$ cat config.mk
export PLATFORM = sky130hd
export DESIGN_NAME = stage_id_q
export DESIGN_NICKNAME = d
export VERILOG_FILES = /design/src/rtl/stage_id_q_pkg.sv /design/src/rtl/stage_id_q_id_decoder.sv /design/src/rtl/stage_id_q.sv
export SDC_FILE = /design/constraint.sdc
export NUM_CORES = 1
export LEC_CHECK = 0
export ABC_AREA = 1
export CORE_UTILIZATION = 45
export DETAILED_ROUTE_END_ITERATION = 8
export PLACE_DENSITY = 0.71
export SLEW_MARGIN = 20
export SYNTH_ARGS = -nofsm -noshare
export SYNTH_HDL_FRONTEND = slang
export SYNTH_SLANG_ARGS = --single-unit
$ cat constraint.sdc
create_clock -name clk -period 10.9 [get_ports clk]
set_clock_uncertainty 0.15 [all_clocks]
set_input_delay 1.09 -clock clk [delete_from_list [all_inputs] [get_ports clk]]
set_output_delay 1.09 -clock clk [all_outputs]
set_load 0.01 [all_outputs]
$ cat src/rtl/stage_id_q_pkg.sv
// Shared opcodes, operand-source encodings and micro-op field widths for the
// RV32I decode stage.
package stage_id_q_pkg;

  localparam logic [6:0] OPCODE_ALUR   = 7'b0110011;
  localparam logic [6:0] OPCODE_ALUI   = 7'b0010011;
  localparam logic [6:0] OPCODE_LUI    = 7'b0110111;
  localparam logic [6:0] OPCODE_AUIPC  = 7'b0010111;
  localparam logic [6:0] OPCODE_JAL    = 7'b1101111;
  localparam logic [6:0] OPCODE_JALR   = 7'b1100111;
  localparam logic [6:0] OPCODE_BRANCH = 7'b1100011;
  localparam logic [6:0] OPCODE_LOAD   = 7'b0000011;
  localparam logic [6:0] OPCODE_STORE  = 7'b0100011;

  localparam int unsigned ALU_SRC_W     = 2;
  localparam int unsigned ALU_OP_W      = 4;
  localparam int unsigned BRANCH_TYPE_W = 3;
  localparam int unsigned MEM_SIZE_W    = 3;

  // arg1: R/PC/ZERO, arg2: R/IMM/FOUR share the same code points
  localparam logic [ALU_SRC_W-1:0] ALU_SRC_R    = 2'd0;
  localparam logic [ALU_SRC_W-1:0] ALU_SRC_PC   = 2'd1;
  localparam logic [ALU_SRC_W-1:0] ALU_SRC_IMM  = 2'd1;
  localparam logic [ALU_SRC_W-1:0] ALU_SRC_ZERO = 2'd2;
  localparam logic [ALU_SRC_W-1:0] ALU_SRC_FOUR = 2'd2;

  localparam logic [ALU_OP_W-1:0] ALU_OP_ADD = 4'b0000;

endpackage

$ cat src/rtl/stage_id_q_id_decoder.sv
// Purely combinational RV32I base decoder: instruction word to micro-op fields.
module stage_id_q_id_decoder
  import stage_id_q_pkg::*;
#(
  parameter int unsigned INST_W     = 32,
  parameter int unsigned DATA_W     = 32,
  parameter int unsigned REG_ADDR_W = 5
) (
  input  logic [INST_W-1:0]        inst,
  output logic                     reg_wr,
  output logic [REG_ADDR_W-1:0]    reg_addr_rd,
  output logic [REG_ADDR_W-1:0]    reg_addr_r1,
  output logic [REG_ADDR_W-1:0]    reg_addr_r2,
  output logic [ALU_OP_W-1:0]      alu_op,
  output logic [ALU_SRC_W-1:0]     alu_src_arg1,
  output logic [ALU_SRC_W-1:0]     alu_src_arg2,
  output logic [DATA_W-1:0]        imm,
  output logic                     is_branch,
  output logic [BRANCH_TYPE_W-1:0] branch_type,
  output logic                     is_jump,
  output logic                     jump_reg,
  output logic                     mem_rd,
  output logic                     mem_wr,
  output logic [MEM_SIZE_W-1:0]    mem_size,
  output logic                     illegal
);

  logic [6:0]  opcode;
  logic [2:0]  func3;
  logic [6:0]  func7;
  logic [31:0] imm_i, imm_s, imm_b, imm_u, imm_j, imm32;
  logic        writes_rd;

  assign opcode = inst[6:0];
  assign func3  = inst[14:12];
  assign func7  = inst[31:25];

  assign imm_i = {{20{inst[31]}}, inst[31:20]};
  assign imm_s = {{20{inst[31]}}, inst[31:25], inst[11:7]};
  assign imm_b = {{19{inst[31]}}, inst[31], inst[7], inst[30:25], inst[11:8], 1'b0};
  assign imm_u = {inst[31:12], 12'b0};
  assign imm_j = {{11{inst[31]}}, inst[31], inst[19:12], inst[20], inst[30:21], 1'b0};

  always_comb begin
    writes_rd    = 1'b0;
    illegal      = 1'b0;
    alu_op       = ALU_OP_ADD;
    alu_src_arg1 = ALU_SRC_R;
    alu_src_arg2 = ALU_SRC_R;
    imm32        = '0;
    is_branch    = 1'b0;
    is_jump      = 1'b0;
    jump_reg     = 1'b0;
    mem_rd       = 1'b0;
    mem_wr       = 1'b0;
    case (opcode)
      OPCODE_ALUR: begin
        if (func7 == 7'b0000000 || func7 == 7'b0100000) begin
          alu_op    = {func7[5], func3};
          writes_rd = 1'b1;
        end else begin
          illegal = 1'b1;
        end
      end
      OPCODE_ALUI: begin
        // Shift-immediates reuse func7; only SRAI may set bit 5
        if ((func3 == 3'b001 && func7 != 7'b0000000) ||
            (func3 == 3'b101 && func7 != 7'b0000000 && func7 != 7'b0100000)) begin
          illegal = 1'b1;
        end else begin
          alu_op       = {(func3 == 3'b101) & func7[5], func3};
          alu_src_arg2 = ALU_SRC_IMM;
          imm32        = imm_i;
          writes_rd    = 1'b1;
        end
      end
      OPCODE_LUI: begin
        alu_src_arg1 = ALU_SRC_ZERO;
        alu_src_arg2 = ALU_SRC_IMM;
        imm32        = imm_u;
        writes_rd    = 1'b1;
      end
      OPCODE_AUIPC: begin
        alu_src_arg1 = ALU_SRC_PC;
        alu_src_arg2 = ALU_SRC_IMM;
        imm32        = imm_u;
        writes_rd    = 1'b1;
      end
      OPCODE_JAL, OPCODE_JALR: begin
        alu_src_arg1 = ALU_SRC_PC;
        alu_src_arg2 = ALU_SRC_FOUR;
        is_jump      = 1'b1;
        jump_reg     = (opcode == OPCODE_JALR);
        imm32        = (opcode == OPCODE_JALR) ? imm_i : imm_j;
        writes_rd    = 1'b1;
      end
      OPCODE_BRANCH: begin
        alu_src_arg1 = ALU_SRC_PC;
        alu_src_arg2 = ALU_SRC_IMM;
        is_branch    = 1'b1;
        imm32        = imm_b;
      end
      OPCODE_LOAD: begin
        alu_src_arg2 = ALU_SRC_IMM;
        mem_rd       = 1'b1;
        imm32        = imm_i;
        writes_rd    = 1'b1;
      end
      OPCODE_STORE: begin
        alu_src_arg2 = ALU_SRC_IMM;
        mem_wr       = 1'b1;
        imm32        = imm_s;
      end
      default: illegal = 1'b1;
    endcase
  end

  assign reg_addr_rd = REG_ADDR_W'(inst[11:7]);
  assign reg_addr_r1 = REG_ADDR_W'(inst[19:15]);
  assign reg_addr_r2 = REG_ADDR_W'(inst[24:20]);
  assign reg_wr      = writes_rd && (inst[11:7] != 5'd0) && !illegal;
  assign imm         = DATA_W'($signed(imm32));
  assign branch_type = func3;
  assign mem_size    = func3;

endmodule

$ cat src/rtl/stage_id_q.sv
// Decode stage with valid/ready handshakes and a DEPTH-entry decoded micro-op
// FIFO; outputs are driven straight from the head entry.
module stage_id_q
  import stage_id_q_pkg::*;
#(
  parameter int unsigned INST_W      = 32,
  parameter int unsigned INST_ADDR_W = 32,
  parameter int unsigned DATA_W      = 32,
  parameter int unsigned REG_ADDR_W  = 5,
  parameter int unsigned DEPTH       = 2
) (
  input  logic                     clk,
  input  logic                     rst,
  input  logic                     flush,
  input  logic                     in_valid,
  output logic                     in_ready,
  input  logic [INST_W-1:0]        inst,
  input  logic [INST_ADDR_W-1:0]   pc,
  output logic [REG_ADDR_W-1:0]    regfile_addr1,
  output logic [REG_ADDR_W-1:0]    regfile_addr2,
  output logic                     out_valid,
  input  logic                     out_ready,
  output logic                     out_reg_wr,
  output logic [REG_ADDR_W-1:0]    out_reg_addr_rd,
  output logic [REG_ADDR_W-1:0]    out_reg_addr_r1,
  output logic [REG_ADDR_W-1:0]    out_reg_addr_r2,
  output logic [ALU_OP_W-1:0]      out_alu_op,
  output logic [ALU_SRC_W-1:0]     out_alu_src_arg1,
  output logic [ALU_SRC_W-1:0]     out_alu_src_arg2,
  output logic [DATA_W-1:0]        out_imm,
  output logic                     out_is_branch,
  output logic [BRANCH_TYPE_W-1:0] out_branch_type,
  output logic                     out_is_jump,
  output logic                     out_jump_reg,
  output logic                     out_mem_rd,
  output logic                     out_mem_wr,
  output logic [MEM_SIZE_W-1:0]    out_mem_size,
  output logic                     out_illegal,
  output logic [INST_ADDR_W-1:0]   out_pc
);

  localparam int unsigned PtrW = (DEPTH > 1) ? $clog2(DEPTH) : 1;
  localparam int unsigned CntW = $clog2(DEPTH + 1);

  typedef struct packed {
    logic                     reg_wr;
    logic [REG_ADDR_W-1:0]    reg_addr_rd;
    logic [REG_ADDR_W-1:0]    reg_addr_r1;
    logic [REG_ADDR_W-1:0]    reg_addr_r2;
    logic [ALU_OP_W-1:0]      alu_op;
    logic [ALU_SRC_W-1:0]     alu_src_arg1;
    logic [ALU_SRC_W-1:0]     alu_src_arg2;
    logic [DATA_W-1:0]        imm;
    logic                     is_branch;
    logic [BRANCH_TYPE_W-1:0] branch_type;
    logic                     is_jump;
    logic                     jump_reg;
    logic                     mem_rd;
    logic                     mem_wr;
    logic [MEM_SIZE_W-1:0]    mem_size;
    logic                     illegal;
    logic [INST_ADDR_W-1:0]   pc;
  } uop_t;

  uop_t            dec_uop, head;
  uop_t            mem_q [DEPTH];
  logic [PtrW-1:0] rd_ptr_q, rd_ptr_d, wr_ptr_q, wr_ptr_d;
  logic [CntW-1:0] count_q, count_d;
  logic            push, pop;

  stage_id_q_id_decoder #(
    .INST_W     (INST_W),
    .DATA_W     (DATA_W),
    .REG_ADDR_W (REG_ADDR_W)
  ) u_id_decoder (
    .inst         (inst),
    .reg_wr       (dec_uop.reg_wr),
    .reg_addr_rd  (dec_uop.reg_addr_rd),
    .reg_addr_r1  (dec_uop.reg_addr_r1),
    .reg_addr_r2  (dec_uop.reg_addr_r2),
    .alu_op       (dec_uop.alu_op),
    .alu_src_arg1 (dec_uop.alu_src_arg1),
    .alu_src_arg2 (dec_uop.alu_src_arg2),
    .imm          (dec_uop.imm),
    .is_branch    (dec_uop.is_branch),
    .branch_type  (dec_uop.branch_type),
    .is_jump      (dec_uop.is_jump),
    .jump_reg     (dec_uop.jump_reg),
    .mem_rd       (dec_uop.mem_rd),
    .mem_wr       (dec_uop.mem_wr),
    .mem_size     (dec_uop.mem_size),
    .illegal      (dec_uop.illegal)
  );
  assign dec_uop.pc = pc;

  function automatic logic [PtrW-1:0] ptr_inc(input logic [PtrW-1:0] p);
    return (p == PtrW'(DEPTH - 1)) ? '0 : p + 1'b1;
  endfunction

  // in_ready depends only on registered occupancy, never on out_ready
  assign in_ready  = (count_q < CntW'(DEPTH));
  assign out_valid = (count_q != '0);
  assign push      = in_valid && in_ready && !flush;
  assign pop       = out_valid && out_ready && !flush;

  always_comb begin
    rd_ptr_d = rd_ptr_q;
    wr_ptr_d = wr_ptr_q;
    count_d  = count_q;
    if (flush) begin
      rd_ptr_d = '0;
      wr_ptr_d = '0;
      count_d  = '0;
    end else begin
      if (push) wr_ptr_d = ptr_inc(wr_ptr_q);
      if (pop)  rd_ptr_d = ptr_inc(rd_ptr_q);
      case ({push, pop})
        2'b10:   count_d = count_q + 1'b1;
        2'b01:   count_d = count_q - 1'b1;
        default: count_d = count_q;
      endcase
    end
  end

  always_ff @(posedge clk or posedge rst) begin
    if (rst) begin
      rd_ptr_q <= '0;
      wr_ptr_q <= '0;
      count_q  <= '0;
    end else begin
      rd_ptr_q <= rd_ptr_d;
      wr_ptr_q <= wr_ptr_d;
      count_q  <= count_d;
    end
  end

  always_ff @(posedge clk or posedge rst) begin
    if (rst) begin
      for (int unsigned i = 0; i < DEPTH; i++) mem_q[i] <= '0;
    end else if (push) begin
      mem_q[wr_ptr_q] <= dec_uop;
    end
  end

  assign head = mem_q[rd_ptr_q];

  assign regfile_addr1    = REG_ADDR_W'(inst[19:15]);
  assign regfile_addr2    = REG_ADDR_W'(inst[24:20]);
  assign out_reg_wr       = head.reg_wr;
  assign out_reg_addr_rd  = head.reg_addr_rd;
  assign out_reg_addr_r1  = head.reg_addr_r1;
  assign out_reg_addr_r2  = head.reg_addr_r2;
  assign out_alu_op       = head.alu_op;
  assign out_alu_src_arg1 = head.alu_src_arg1;
  assign out_alu_src_arg2 = head.alu_src_arg2;
  assign out_imm          = head.imm;
  assign out_is_branch    = head.is_branch;
  assign out_branch_type  = head.branch_type;
  assign out_is_jump      = head.is_jump;
  assign out_jump_reg     = head.jump_reg;
  assign out_mem_rd       = head.mem_rd;
  assign out_mem_wr       = head.mem_wr;
  assign out_mem_size     = head.mem_size;
  assign out_illegal      = head.illegal;
  assign out_pc           = head.pc;

endmodule

==> results.md <==
- Yosys reg bits: a little under 200
- Buf/Inv on CP: 2
- Yosys warning count: 0
- Worst path slowest cell: buf_4
- Synthesized net count: 1355
- Leak: approximately 0.0063 µW
- Core footprint: approximately 21000 µm²
- Fraction of layout cells with a size suffix above 1: approximately 6.0%
- Synth cell types: 34
- Drt first-iter violations: about 650
- Hpwl dp: about 16 mm
- CTS tree: done
- Post-synthesis cell area: around 9600 µm²
- # DRC: 2
- Final hold viol count: 0
- Drt pass-1 iters: 9
- Avg Cell Area, Syn: between 7 and 8 µm²
- Slew margin rel.: about 30%
- Final period utilization: between 30 and 40%
- Root Buffer: clkbuf_16
- Final Hold Slack: approximately 0.33 ns
- # rows: between 50 and 60
- Critical path fanouts, max: 89
- CP peak stage delay: ~0.80 ns
- Total gr overflow: 0
- VDD IR max: 114 µV
- Syn-to-layout area delta: 24.9%
- Hold_buf cts: 0
- Worst-Skew Late Latency: ~0.43 ns
- Worst EP arrival: a little over 3 ns
- N_diodes: 0
- Commonest cells after routing, fill and taps aside: nand2_1 (653), dfrtp_1 (197), clkdlybuf4s50_1 (180), o21ai_0 (139), inv_1 (80)
- Dpl cell area: about 11000 µm²
- TritonCTS Buffers: 17
- Number of global-route vias before repair: a little under 8k
- Critical Path Sink Type: primary output
- Required time worst endpoint: about 9.7 ns
- Design area: approximately 12000 µm²
- Clock slew at reported path FFs: about 0.070 ns
- H-tree depth: 4
- Post-synthesis async set-or-reset flop share: between 90% and 100%
- CP Class: flop to primary output
- Final Max Slew Viols: 0
- Antenna violations before repair: 0
- Die area: 22000 µm²
- Number of max-cap violations: 0
- Top delay family on crit path: buffers and inverters
- Violated checks: design-rule violations
- Vias: 8486
- Peak Freq: around 230 MHz
- Fin nets: around 1.5k
- CTS resizes: 0
- Number of synthesized flops with an enable pin: 0
- Post-CTS Setup Repair Bufs: 0
- Status: finished, violations left
- Drt via density: roughly 5
- Gr usage total: 23.9%
- Die width: 148 µm
- HP Class: flop to flop
- IO Pins: 181
- RePlAce Congestion: 0.842
- Clk sinks: slightly below 200
- Top FF cell, synth: dfrtp_1
- Final Core Density: 57.2%
- First-pass GRT wire length: 41.2 mm
- Startpoint Class: flop
- Clock buffer depth: 2
- # setup viols final: 0
- Final min period: ~4.3 ns
- Height of the die: ~150 µm
- Final setup TNS: 0 ns
- Final antenna-violating net count: 0
- Crit path cell chain: buf_4 > nand2_1 > o21ai_0 > clkdlybuf4s50_1
- Commonest non-fill, non-tap cell in the layout: nand2_1
- Largest net degree at the start of global routing: between 100 and 150
- Final-layout fill cell count: 1913
- Unrepaired setup endpoints after global routing: false
- Synth Instances: approximately 1.3k
- DRT Wirelength: between 20 and 30 mm
- Worst slew pin tran: 1.05 ns
- Initial core utilization: between 40% and 50%
- Drt wl/cell: between 10 and 15 µm
- Buffers on Ports: between 150 and 200
- Seq/Total Area, Yosys: between 50% and 60%
- PD cells: about 210 nW/µm²
-- synthesized netlist by cell type (2+ instances only) --
master	count	area share [%]
nand2_1	653	25
dfrtp_1	198	51
o21ai_0	139	7.2
inv_1	82	3.2
clkbuf_1	44	1.7
nand3_1	29	1.5
nor2_1	25	0.97
nand4_1	15	0.97
buf_4	13	1.0
buf_2	12	0.62
nand3_2	11	1.1
buf_1	7	0.27
inv_2	7	0.27
nand2_2	7	0.45
buf_6	6	0.70
nor2_2	6	0.39
a21oi_1	5	0.26
o22ai_1	5	0.32
o21ai_1	4	0.21
nand3b_1	3	0.23
a31oi_1	2	0.13
-- path summary, 6_finish.rpt --
path	start	to	slack, ns	cells after the start
hold / removal	mem_q[94]	mem_q[94]	0.33	2
min in group asynchronous	rst	mem_q[128]	1.08	2
setup reg to reg	count_q[1]	mem_q[182]	7.44	8
max in group asynchronous	rst	rd_ptr_q	7.92	3
setup / recovery	rd_ptr_q	out_alu_op[3]	6.63	4
hold reg to reg	mem_q[94]	mem_q[94]	0.33	2
-- worst reg2reg max path, stage by stage (launching register included) --
cell and delay (ns):
dfrtp_1 0.40, nor2_1 0.15, nand2_1 0.16, nor2_4 0.10, buf_4 0.62, clkinv_2 0.88
buf_4 0.63, nand2_1 0.13, o21ai_0 0.08
-- flip-flops by register name, indices dropped and copies added (netlist names) --
register  flops
mem_q       194
count_q       2
rd_ptr_q      1
wr_ptr_q      1
-- through the flow --
stage,worst slack (ns),cells,power [µW]
2_1_floorplan,4.26,1286,1480
3_3_place_gp,6.38,1666,1860
3_5_place_dp,6.31,1666,1890
4_1_cts,6.66,1698,2520
5_1_grt,6.38,1698,2660
6_report,6.63,1698,2500
-- logic make-up (layout without fill, tap and decap cells) --
logic type | count (synthesis) | after routing | synth area share (%)
AND/OR/NAND/NOR | 756 | 756 | 32.0
flip-flops | 198 | 198 | 51.5
buffers and inverters | 173 | 310 | 7.95
AO/OA/AOI/OAI | 158 | 158 | 8.49
XOR/XNOR | 1 | 1 | 0.0910
-- layer usage --
metal  up-vias  routed length [µm]  GRT usage, %
li1       4217                   -             -
met1      3962               11900          34.4
met2       271               11500          36.9
met3        36                1470          3.77
met4         0                 369          7.58
met5         -                   0             0
-- report_power, final --
part           switching, µW  leakage [µW]  internal [µW]  total [µW]
combinational            436       0.00343            383         819
sequential               110       0.00260            938        1050
clock                    307      0.000284            326         633
-- area by class of cell --
| type | instances | area [µm²] | area share, % |
|---|---|---|---|
| inverter | 91 | 360 | 3.00 |
| tap | 275 | 344 | 2.86 |
| clock inverter | 15 | 161 | 1.34 |
| multi-input combinational | 915 | 3920 | 32.6 |
| sequential | 198 | 4960 | 41.2 |
| timing repair buffer | 187 | 1850 | 15.4 |
| clock buffer | 17 | 425 | 3.54 |
(Power assumes the default switching activity.)
